File: src/rtl/uart_tx_io_pkg.sv
// Shared definitions for the memory-mapped UART transmit path.
package uart_tx_io_pkg;

   typedef enum logic [1:0] {
      IDLE  = 2'd0,
      START = 2'd1,
      DATA  = 2'd2,
      STOP  = 2'd3
   } tx_state_t;

   // Bit positions inside the status word returned on IO reads.
   localparam int ST_BUSY  = 0;
   localparam int ST_EMPTY = 1;
   localparam int ST_FULL  = 2;
   localparam int ST_OVF   = 3;

   // Clock cycles per serial bit, rounded to nearest.
   function automatic int calc_div(input int clk_hz, input int baud);
      return (clk_hz + baud / 2) / baud;
   endfunction

endpackage

File: src/rtl/uart_tx_io_byte_fifo.sv
// Synchronous byte FIFO with registered full/empty flags.
// Also intended for the receive-side IO path.
module byte_fifo
   import uart_tx_io_pkg::*;
#(
   parameter int DEPTH = 8
) (
   input  logic                     clock,
   input  logic                     reset,
   input  logic                     push,
   input  logic                     pop,
   input  logic [7:0]               wdata,
   output logic [7:0]               rdata,
   output logic                     full,
   output logic                     empty,
   output logic [$clog2(DEPTH):0]   count
);

   localparam int PW = $clog2(DEPTH);
   localparam int CW = PW + 1;

   logic [7:0]    mem [DEPTH];
   logic [PW-1:0] wr_ptr;
   logic [PW-1:0] rd_ptr;
   logic [CW-1:0] count_n;
   logic          do_push;
   logic          do_pop;

   // A write into a full FIFO is dropped even if a pop happens the same cycle.
   assign do_push = push && !full;
   assign do_pop  = pop && !empty;
   assign rdata   = mem[rd_ptr];

   // Occupancy after this cycle's push/pop.
   always_comb begin
      count_n = count;
      case ({do_push, do_pop})
         2'b10:   count_n = count + CW'(1);
         2'b01:   count_n = count - CW'(1);
         default: count_n = count;
      endcase
   end

   // Storage array; no reset needed since reads are gated by empty.
   always_ff @(posedge clock) begin
      if (do_push) mem[wr_ptr] <= wdata;
   end

   // Pointers wrap naturally at the power-of-two depth; flags are registered.
   always_ff @(posedge clock or posedge reset) begin
      if (reset) begin
         wr_ptr <= '0;
         rd_ptr <= '0;
         count  <= '0;
         full   <= 1'b0;
         empty  <= 1'b1;
      end else begin
         if (do_push) wr_ptr <= wr_ptr + PW'(1);
         if (do_pop)  rd_ptr <= rd_ptr + PW'(1);
         count <= count_n;
         full  <= (count_n == CW'(DEPTH));
         empty <= (count_n == '0);
      end
   end

endmodule

File: src/rtl/uart_tx_io.sv
// Memory-mapped 8N1 UART transmitter: IO writes fill a FIFO, the FSM drains it.
//
// state | meaning
// IDLE  | line high, waiting for a byte in the FIFO
// START | start bit (low) for one bit time
// DATA  | eight data bits, LSB first
// STOP  | stop bit (high); chains straight into START if more data is queued
module uart_tx_io
   import uart_tx_io_pkg::*;
#(
   parameter int CLK_HZ     = 23_000_000,
   parameter int BAUD       = 128_000,
   parameter int FIFO_DEPTH = 8
) (
   input  logic       clock,
   input  logic       reset,
   input  logic       wr_en,
   input  logic [7:0] wdata,
   input  logic       clr_ovf,
   output logic [3:0] status,
   output logic       tx
);

   localparam int DIV = calc_div(CLK_HZ, BAUD);
   localparam int TW  = $clog2(DIV);
   localparam int CW  = $clog2(FIFO_DEPTH) + 1;
   localparam logic [TW-1:0] BIT_LAST = TW'(DIV - 1);

   tx_state_t     state_q, state_n;
   logic [TW-1:0] timer_q, timer_n;
   logic [2:0]    bit_q, bit_n;
   logic [7:0]    shreg_q, shreg_n;
   logic          tx_q, tx_n;
   logic          ovf_q;
   logic          pop;
   logic          have_data;
   logic [7:0]    fifo_rdata;
   logic          fifo_full;
   logic          fifo_empty;
   logic [CW-1:0] fifo_count;

   byte_fifo #(.DEPTH(FIFO_DEPTH)) u_fifo (
      .clock (clock),
      .reset (reset),
      .push  (wr_en),
      .pop   (pop),
      .wdata (wdata),
      .rdata (fifo_rdata),
      .full  (fifo_full),
      .empty (fifo_empty),
      .count (fifo_count)
   );

   assign have_data = (fifo_count != '0);
   assign tx        = tx_q;

   assign status[ST_BUSY]  = (state_q != IDLE);
   assign status[ST_EMPTY] = fifo_empty;
   assign status[ST_FULL]  = fifo_full;
   assign status[ST_OVF]   = ovf_q;

   // Serializer registers; tx comes straight from a flop.
   always_ff @(posedge clock or posedge reset) begin
      if (reset) begin
         state_q <= IDLE;
         timer_q <= '0;
         bit_q   <= '0;
         shreg_q <= '0;
         tx_q    <= 1'b1;
      end else begin
         state_q <= state_n;
         timer_q <= timer_n;
         bit_q   <= bit_n;
         shreg_q <= shreg_n;
         tx_q    <= tx_n;
      end
   end

   // Next state, bit timer reload and line level; tx_n is the level for the coming bit.
   always_comb begin
      state_n = state_q;
      timer_n = (timer_q == '0) ? '0 : timer_q - TW'(1);
      bit_n   = bit_q;
      shreg_n = shreg_q;
      tx_n    = tx_q;
      pop     = 1'b0;
      case (state_q)
         IDLE: begin
            tx_n = 1'b1;
            if (have_data) begin
               pop     = 1'b1;
               shreg_n = fifo_rdata;
               tx_n    = 1'b0;
               timer_n = BIT_LAST;
               state_n = START;
            end
         end
         START: begin
            if (timer_q == '0) begin
               state_n = DATA;
               timer_n = BIT_LAST;
               bit_n   = 3'd0;
               tx_n    = shreg_q[0];
               shreg_n = {1'b0, shreg_q[7:1]};
            end
         end
         DATA: begin
            if (timer_q == '0) begin
               timer_n = BIT_LAST;
               if (bit_q == 3'd7) begin
                  state_n = STOP;
                  tx_n    = 1'b1;
               end else begin
                  bit_n   = bit_q + 3'd1;
                  tx_n    = shreg_q[0];
                  shreg_n = {1'b0, shreg_q[7:1]};
               end
            end
         end
         STOP: begin
            if (timer_q == '0) begin
               if (have_data) begin
                  pop     = 1'b1;
                  shreg_n = fifo_rdata;
                  tx_n    = 1'b0;
                  timer_n = BIT_LAST;
                  state_n = START;
               end else begin
                  tx_n    = 1'b1;
                  state_n = IDLE;
               end
            end
         end
         default: state_n = IDLE;
      endcase
   end

   // Sticky overflow; a dropped write wins over a simultaneous clear.
   always_ff @(posedge clock or posedge reset) begin
      if (reset)                      ovf_q <= 1'b0;
      else if (wr_en && fifo_full)    ovf_q <= 1'b1;
      else if (clr_ovf)               ovf_q <= 1'b0;
   end

endmodule

File: config.mk
export PLATFORM = sky130hd
export DESIGN_NAME = uart_tx_io
export DESIGN_NICKNAME = d
export VERILOG_FILES = /design/src/rtl/uart_tx_io_pkg.sv /design/src/rtl/uart_tx_io_byte_fifo.sv /design/src/rtl/uart_tx_io.sv
export SDC_FILE = /design/constraint.sdc
export NUM_CORES = 1
export LEC_CHECK = 0
export BUFFER_PORTS_ARGS = -buffer_cell sky130_fd_sc_hd__buf_4
export CORE_MARGIN = 1.5
export CORE_UTILIZATION = 55
export DETAILED_ROUTE_END_ITERATION = 10
export PLACE_DENSITY_LB_ADDON = 0.05
export SLEW_MARGIN = 20
export SYNTH_ARGS = -nofsm -noshare
export SYNTH_HDL_FRONTEND = slang
export SYNTH_SLANG_ARGS = --single-unit
File: constraint.sdc
create_clock -name clock -period 3.3 [get_ports clock]
set_input_delay 0.66 -clock clock [delete_from_list [all_inputs] [get_ports clock]]
set_output_delay 0.66 -clock clock [all_outputs]
set_load 0.02 [all_outputs]
==> flow_summary_export.csv, run 1 <==
group,metric,value,unit
clocking,clock_path_buffers,2,
detailed_routing,drtAntennaViolNets,0,
setup_path,crit_type,"register to register",
floorplanning,core,7850,sq um
clocking,cts-buffers-inserted,9,
layout,layout_commonest_cell,"edfxtp_1",
setup_path,critPathLaunchType,"register",
sta,fin_crit_sh,0.895,
grt,grt_pass1_wl,12900,um
synthesis,syn-num-nets,344,
detailed_routing,firstDrtPassIters,4,
detailed_routing,drt_iter0_markers,142,
setup_path,cpMostUsedCell,"ha_1",
grt,antenna_found_initial,0,
floorplanning,io_pins,17,
clocking,ctsHtreeMaxLevel,3,
pwr,p_total,4.78,mW
sta,worstMarginPinSlew,0.844,ns
pwr,p_leak,1.92,nW
clocking,cts_hold_buffers,0,
sta,hold_violations,0,
setup_path,end_kind,"register",
detailed_routing,vias,2560,
setup_path,cp.required,3.58,ns
sta,slew_headroom,0.437,
detailed_routing,drc_errors,0,
layout,area_growth,10.3,%
synthesis,postSynthCellCount,317,
setup_path,cp.arrival,3.23,ns
clocking,root_buffer,"clkbuf_8",
clocking,clkLatencyLatePin,0.35,ns
clocking,cts_sinks,99,
detailed_routing,routed_via_density,5.69,
pwr,internal_power,2.93,mW
setup_path,cp_cell_sequence,"inv_1 -> ha_1 -> nor3b_2 -> a31oi_2 -> nor4_4 -> ha_1 -> ha_1 -> a21o_1 -> a21oi_1 -> mux2i_1 -> mux2i_1",
synthesis,syn_area,4520,sq um
detailed_routing,wl_per_cell,17.7,um
setup_path,critPathLaunch,"timer_q[0]",
placed_design,port_buffers,16,
floorplanning,die_area,8770,sq um
clocking,post_cts_buffers,0,
floorplanning,std_cell_rows,32,
pwr,power_frac_seq,0.418,
grt,grt.total_usage,0.200,
layout,instances_no_fill,450,
setup_path,reg2reg_depth,11,
layout,diodes,0,
pwr,max-vdd-ir-drop,512,uV
synthesis,synth-async-reset-ratio,0.354,
grt,overflow,0,
setup_path,critPathMaxStageDelay,0.44,ns
sta,slew_violations,0,
synthesis,ys.flop_type,"edfxtp_1",
layout,fin_nets,370,
setup_path,worstReg2RegStart,"timer_q[0]",
pwr,swShare,0.388,
grt,grt_max_degree,36,
floorplanning,fp.dieH,93.7,um
setup_path,critPathMaxFanout,6,
placed_design,place_inst,434,
synthesis,synth_edf_count,64,
placed_design,dp.final_hpwl,5330,um
sta,rsz0062_at_grt,"false",
hold_path,hp-class,"primary input to asynchronous set/reset pin",
run_status,status,"finished clean",
pwr,power.switching,1.85,mW
pwr,combPwrFrac,0.432,
grt,grt_pass1_vias,2426,
setup_path,slowest_stage,"dfrtp_1",
clocking,cts_tree,"yes",
layout,drive_gt1_frac,0.201,
synthesis,syn_avg_cell_area,14.3,sq um
sta,whs,0.396,ns
sta,fin_crit,2.95,ns
sta,finalSetupViolations,0,
clocking,clkTransAtPathRegs,0.10,ns
setup_path,reg2reg_to,"u_fifo.full",
sta,fmax,0.339,GHz
flow_run,maxCapViolCount,0,
placed_design,place_congestion,0.774,
synthesis,yosys_warnings,0,
setup_path,path_delay_family,"adder cells",
layout,post-route-util,0.635,
setup_path,r2r_slack,0.35,ns
pwr,p_clk_frac,0.150,
layout,layout_common_cells,"edfxtp_1 (64), dfrtp_1 (33), buf_4 (31)",
detailed_routing,wl,7950,um
sta,skew,0.0105,ns
floorplanning,dieWidth,93.7,um
sta,finalSetupTns,0,ns
floorplanning,initial_core_util,0.576,
setup_path,path_buf_inv,1,
synthesis,ys_seq_area_frac,0.619,
synthesis,ys_ff_latch,99,
clocking,cts_resized,0,
synthesis,synth.distinct_cells,60,
pwr,power.density,959,nW/um^2
-- worst max path at each step --
stage | end | cells past startpoint
after floorplan | u_fifo.empty | 11
after global placement | u_fifo.empty | 11
after detailed placement | u_fifo.full | 11
after CTS | u_fifo.full | 11
after global routing | u_fifo.full | 11
final | u_fifo.full | 11
-- metal layers --
metal / vias up / track usage / part of all wire
li1: 1252 / - / -
met1: 1263 / 0.314 / 0.51
met2: 41 / 0.278 / 0.45
met3: 4 / 0.0316 / 0.038
met4: 0 / 0.0821 / 0.0079
met5: - / 0 / 0
-- through the flow --
step	cell area, sq um	setup slack (ns)
final	4990	0.347
after global routing	4990	0.138
after CTS	4990	0.356
after detailed placement	4800	0.385
after global placement	4800	0.459
after floorplan	4520	0.441
-- kinds of logic after synthesis --
logic type                 count (synthesis)  share of synthesized area
and+or+nand+nor                           66                     0.0841
muxes                                     34                      0.102
adders and majority gates                 15                     0.0432
buffers and inverters                     30                     0.0293
AOI/OAI and AO/OA                         63                      0.103
DFF                                       99                      0.619
xor gates and xnor gates                  10                     0.0194
-- sequential cells by signal, indices dropped and copies added (netlist names) --
register / cells
tx: 1
u_fifo.full: 1
u_fifo.rd_ptr: 3
bit_q: 3
u_fifo.count: 4
shreg_q: 8
u_fifo.empty: 1
timer_q: 8
state_q: 2
u_fifo.wr_ptr: 3
ovf_q: 1
u_fifo.mem: 64
-- area by class of cell --
cell class / instances / area [sq um]
timing repair buffer: 31 / 233
clock inverter: 7 / 60.1
tap: 102 / 128
clock buffer: 9 / 124
sequential: 99 / 2800
fill: 628 / 2860
multi-input combinational: 188 / 1590
inverter: 14 / 52.6
-- tightest hold or removal path, stage by stage --
cell and delay (ns):
buf_4 0.11, inv_1 0.04, buf_4 0.38
-- cells in the mapped netlist (7+ instances only) --
cell type	count	area, sq um
dfrtp_1	33	826
nand2_1	16	60.1
nor2_1	16	60.1
a211oi_1	7	52.6
edfxtp_1	64	1920
mux4_2	9	203
a21oi_1	14	70.1
ha_1	14	175
a2bb2oi_1	7	61.3
clkbuf_1	7	26.3
inv_1	14	52.6
mux2i_1	19	190
nand2b_1	7	43.8
-- power by group through the flow --
stage	combinational (mW)	sequential (mW)	clock [mW]
detailed placement	2.08	2.02	0
floorplan	1.71	1.87	0
finish	2.07	2.00	0.718
global placement	2.04	2.01	0
CTS	2.08	2.00	0.736
global route	2.30	2.04	0.784
No activity file was read; power rests on OpenSTA's default activity.
==> run 2, diff against run 1 <==
Settings changed: BUFFER_PORTS_ARGS -buffer_cell sky130_fd_sc_hd__buf_4 to unset, CTS_BUF_LIST set to sky130_fd_sc_hd__clkbuf_8, DONT_BUFFER_PORTS set to 1, SYNTH_HIERARCHICAL set to 1.
==> run 2 against run 1 <==
Net effect:
- cell count down 8.7%
- flip-flop and latch count unchanged
- clock power down 3%
- utilization down 1.2 points
- synthesized cell count down 8.5%
- non-clock buffer count down 14
- sequential share of layout area up 1.4 points
- register-to-register slack worse by 0.17 ns
==> flow_summary_export.csv, run 2 <==
group,metric,value,unit
synthesis,syn_area,4470,sq um
pwr,max-vdd-ir-drop,420,uV
hold_path,hp-class,"primary input to asynchronous set/reset pin",
sta,fin_crit,3.12,ns
placed_design,place_inst,390,
sta,slew_headroom,0.414,
synthesis,synthSimpleGateAreaFrac,0.0895,
floorplanning,dieWidth,93.2,um
detailed_routing,vias,2413,
synthesis,yosys-top-cells-area,"edfxtp_1 (43%), dfrtp_1 (18%), mux4_2 (8.1%)",
detailed_routing,firstDrtPassIters,4,
floorplanning,initial_core_util,0.573,
detailed_routing,drc_errors,0,
synthesis,syn-num-nets,315,
grt,met1_usage,0.287,
synthesis,postSynthCellCount,290,
sta,fin_crit_sh,0.946,
layout,layout_commonest_cell,"edfxtp_1",
sta,worstMarginPinSlew,0.878,ns
synthesis,synth_top_family_by_area,"multiplexers",
detailed_routing,drt_iter0_markers,177,
placed_design,placement.cell_area,4620,sq um
sta,hold_violations,0,
setup_path,cp.required,3.59,ns
setup_path,cp_cell_sequence,"inv_2 -> ha_2 -> nor3b_4 -> and2_4 -> a21oi_1 -> nor3_2 -> nand2b_4 -> inv_4 -> nand2_2 -> xnor2_2 -> ha_2 -> a21oi_1 -> or3_4 -> a2111o_1 -> a31o_1 -> nor2b_2",
synthesis,synth_most_common_cell,"edfxtp_1",
synthesis,synth_adder_area_share,0.0364,
grt,grt_use_met2,0.275,
detailed_routing,wl,7570,um
setup_path,critPathMaxFanout,5,
synthesis,yosys_warnings,6,
synthesis,synth_top_area_cell,"edfxtp_1",
setup_path,worstReg2RegStart,"timer_q[0]",
run_status,status,"finished clean",
floorplanning,io_pins,17,
layout,fin_area,4870,sq um
synthesis,ys.flop_type,"edfxtp_1",
clocking,clkLatencyLatePin,0.36,ns
sta,finalSetupViolations,0,
floorplanning,fp.dieH,93.2,um
layout,regMostFlops,"u_fifo/mem",
synthesis,syn_avg_cell_area,15.4,sq um
setup_path,cp.arrival,3.41,ns
clocking,cts_tree,"yes",
placed_design,dp_slack,0.0634,ns
layout,drive_gt1_frac,0.320,
grt,met3_usage,0.0350,
synthesis,netlist_top_cells_count,"edfxtp_1 (64), dfrtp_1 (33), mux2_2 (27), nand2_1 (18), mux4_2 (16)",
placed_design,dp.final_hpwl,5120,um
placed_design,place_congestion,0.766,
flow_run,maxCapViolCount,0,
detailed_routing,wl_per_cell,18.4,um
synthesis,synth_top_area_frac,0.430,
layout,largest_registers,"u_fifo/mem: 64 flops, shreg_q: 8 flops, timer_q: 8 flops",
layout,area_growth,8.78,%
sta,whs,0.188,ns
grt,busiest_layer,"met1",
layout,fin_nets,330,
synthesis,synth.distinct_cells,56,
clocking,root_buffer,"clkbuf_8",
layout,layout_common_cells,"edfxtp_1 (64), dfrtp_1 (33), mux2_2 (27)",
clocking,clkTransAtPathRegs,0.09,ns
grt,overflow,0,
sta,finalSetupTns,0,ns
synthesis,synthMuxAreaShare,0.155,
clocking,ctsHtreeMaxLevel,3,
setup_path,crit_type,"register to register",
placed_design,port_buffers,0,
pwr,p_leak,1.81,nW
grt,grt_pass1_vias,2341,
detailed_routing,drtAntennaViolNets,0,
floorplanning,core,7810,sq um
layout,post-route-util,0.623,
layout,diodes,0,
setup_path,slowest_stage,"dfrtp_1",
layout,instances_no_fill,411,
synthesis,ys_seq_area_frac,0.626,
floorplanning,die_area,8690,sq um
sta,finalWorstSetupSlack,0.177,ns
pwr,power.density,946,nW/um^2
pwr,p_total,4.60,mW
grt,antenna_found_initial,0,
setup_path,end_kind,"register",
synthesis,synth_edf_count,64,
synthesis,synth_xor_area_frac,0.0176,
layout,largest_reg_flops,64,
clocking,clock_path_buffers,2,
grt,grt_max_degree,24,
synthesis,synth-async-reset-ratio,0.354,
grt,grt.total_usage,0.191,
floorplanning,std_cell_rows,32,
setup_path,critPathLaunchType,"register",
sta,skew,0.0123,ns
sta,fmax,0.320,GHz
sta,slew_violations,0,
clocking,cts-buffers-inserted,9,
setup_path,critPathMaxStageDelay,0.44,ns
synthesis,synth_compound_area_frac,0.0487,
setup_path,critPathLaunch,"timer_q[0]",
synthesis,ys_ff_latch,99,
clocking,cts_sinks,99,
grt,grt_pass1_wl,12100,um
detailed_routing,routed_via_density,5.87,
run 2: changes by cell type after synthesis, moves of 5 or more:
cell,delta
mux2i_1,-16
mux4_2,+7
mux2_2,+24
a21oi_1,-7
a2bb2oi_1,-6
o211ai_1,-5
run 2: cell families after synthesis:
| family | count (synthesis) |
|---|---|
| flip-flops | 99 |
| AND/OR/NAND/NOR | 67 |
| multiplexers | 46 |
| AO/OA/AOI/OAI | 32 |
| buffers and inverters | 24 |
| adder cells (fa/ha/maj) | 13 |
| XOR/XNOR | 9 |
run 2: what timing repair did:
| item | CTS | global route |
|---|---|---|
| endpoints found under the setup margin | 0 | 2 |
| resized for setup | 0 | 11 |
| setup buffers | 0 | 6 |
| hold buffers | 0 | 0 |
run 2: per-layer routing:
metal	vias to the layer above	share of wire
met5	-	0
met4	0	0.015
met3	9	0.052
met2	58	0.45
met1	1224	0.48
li1	1122	-
run 2: cell type report:
class,count,area (sq um)
multi-input cells,167,1580
flip-flops and latches,99,2800
inverters,11,43.8
well taps,102,128
clock buffers,9,124
clock inverters,6,48.8
fillers,579,2940
repair buffers,17,140
run 2: power by group:
| group | internal, mW | switching (mW) | total (mW) |
|---|---|---|---|
| sequential | 1.65 | 0.322 | 1.97 |
| combinational | 1.04 | 0.889 | 1.93 |
| clock | 0.280 | 0.418 | 0.698 |
run 2: worst max-delay path, delay by kind of cell (launching register included):
kind | cells | cell delay (ns)
flops | 1 | 0.44
fa+ha+maj | 2 | 0.35
compound gates | 4 | 0.73
buf+inv | 2 | 0.15
xor+xnor | 1 | 0.15
simple gates | 7 | 1.24
run 2: worst paths after layout:
| kind | slack, ns | cells after the start | endpoint |
|---|---|---|---|
| worst min-delay path | 0.19 | 1 | u_fifo/rd_ptr[2] |
| min in group clock | 0.39 | 0 | u_fifo/mem[2][4] |
| max in group asynchronous | 2.38 | 1 | bit_q[0] |
| worst min register to register | 0.51 | 1 | shreg_q[4] |
| worst max-delay path | 0.18 | 16 | u_fifo/full |
| worst max register to register | 0.18 | 16 | u_fifo/full |
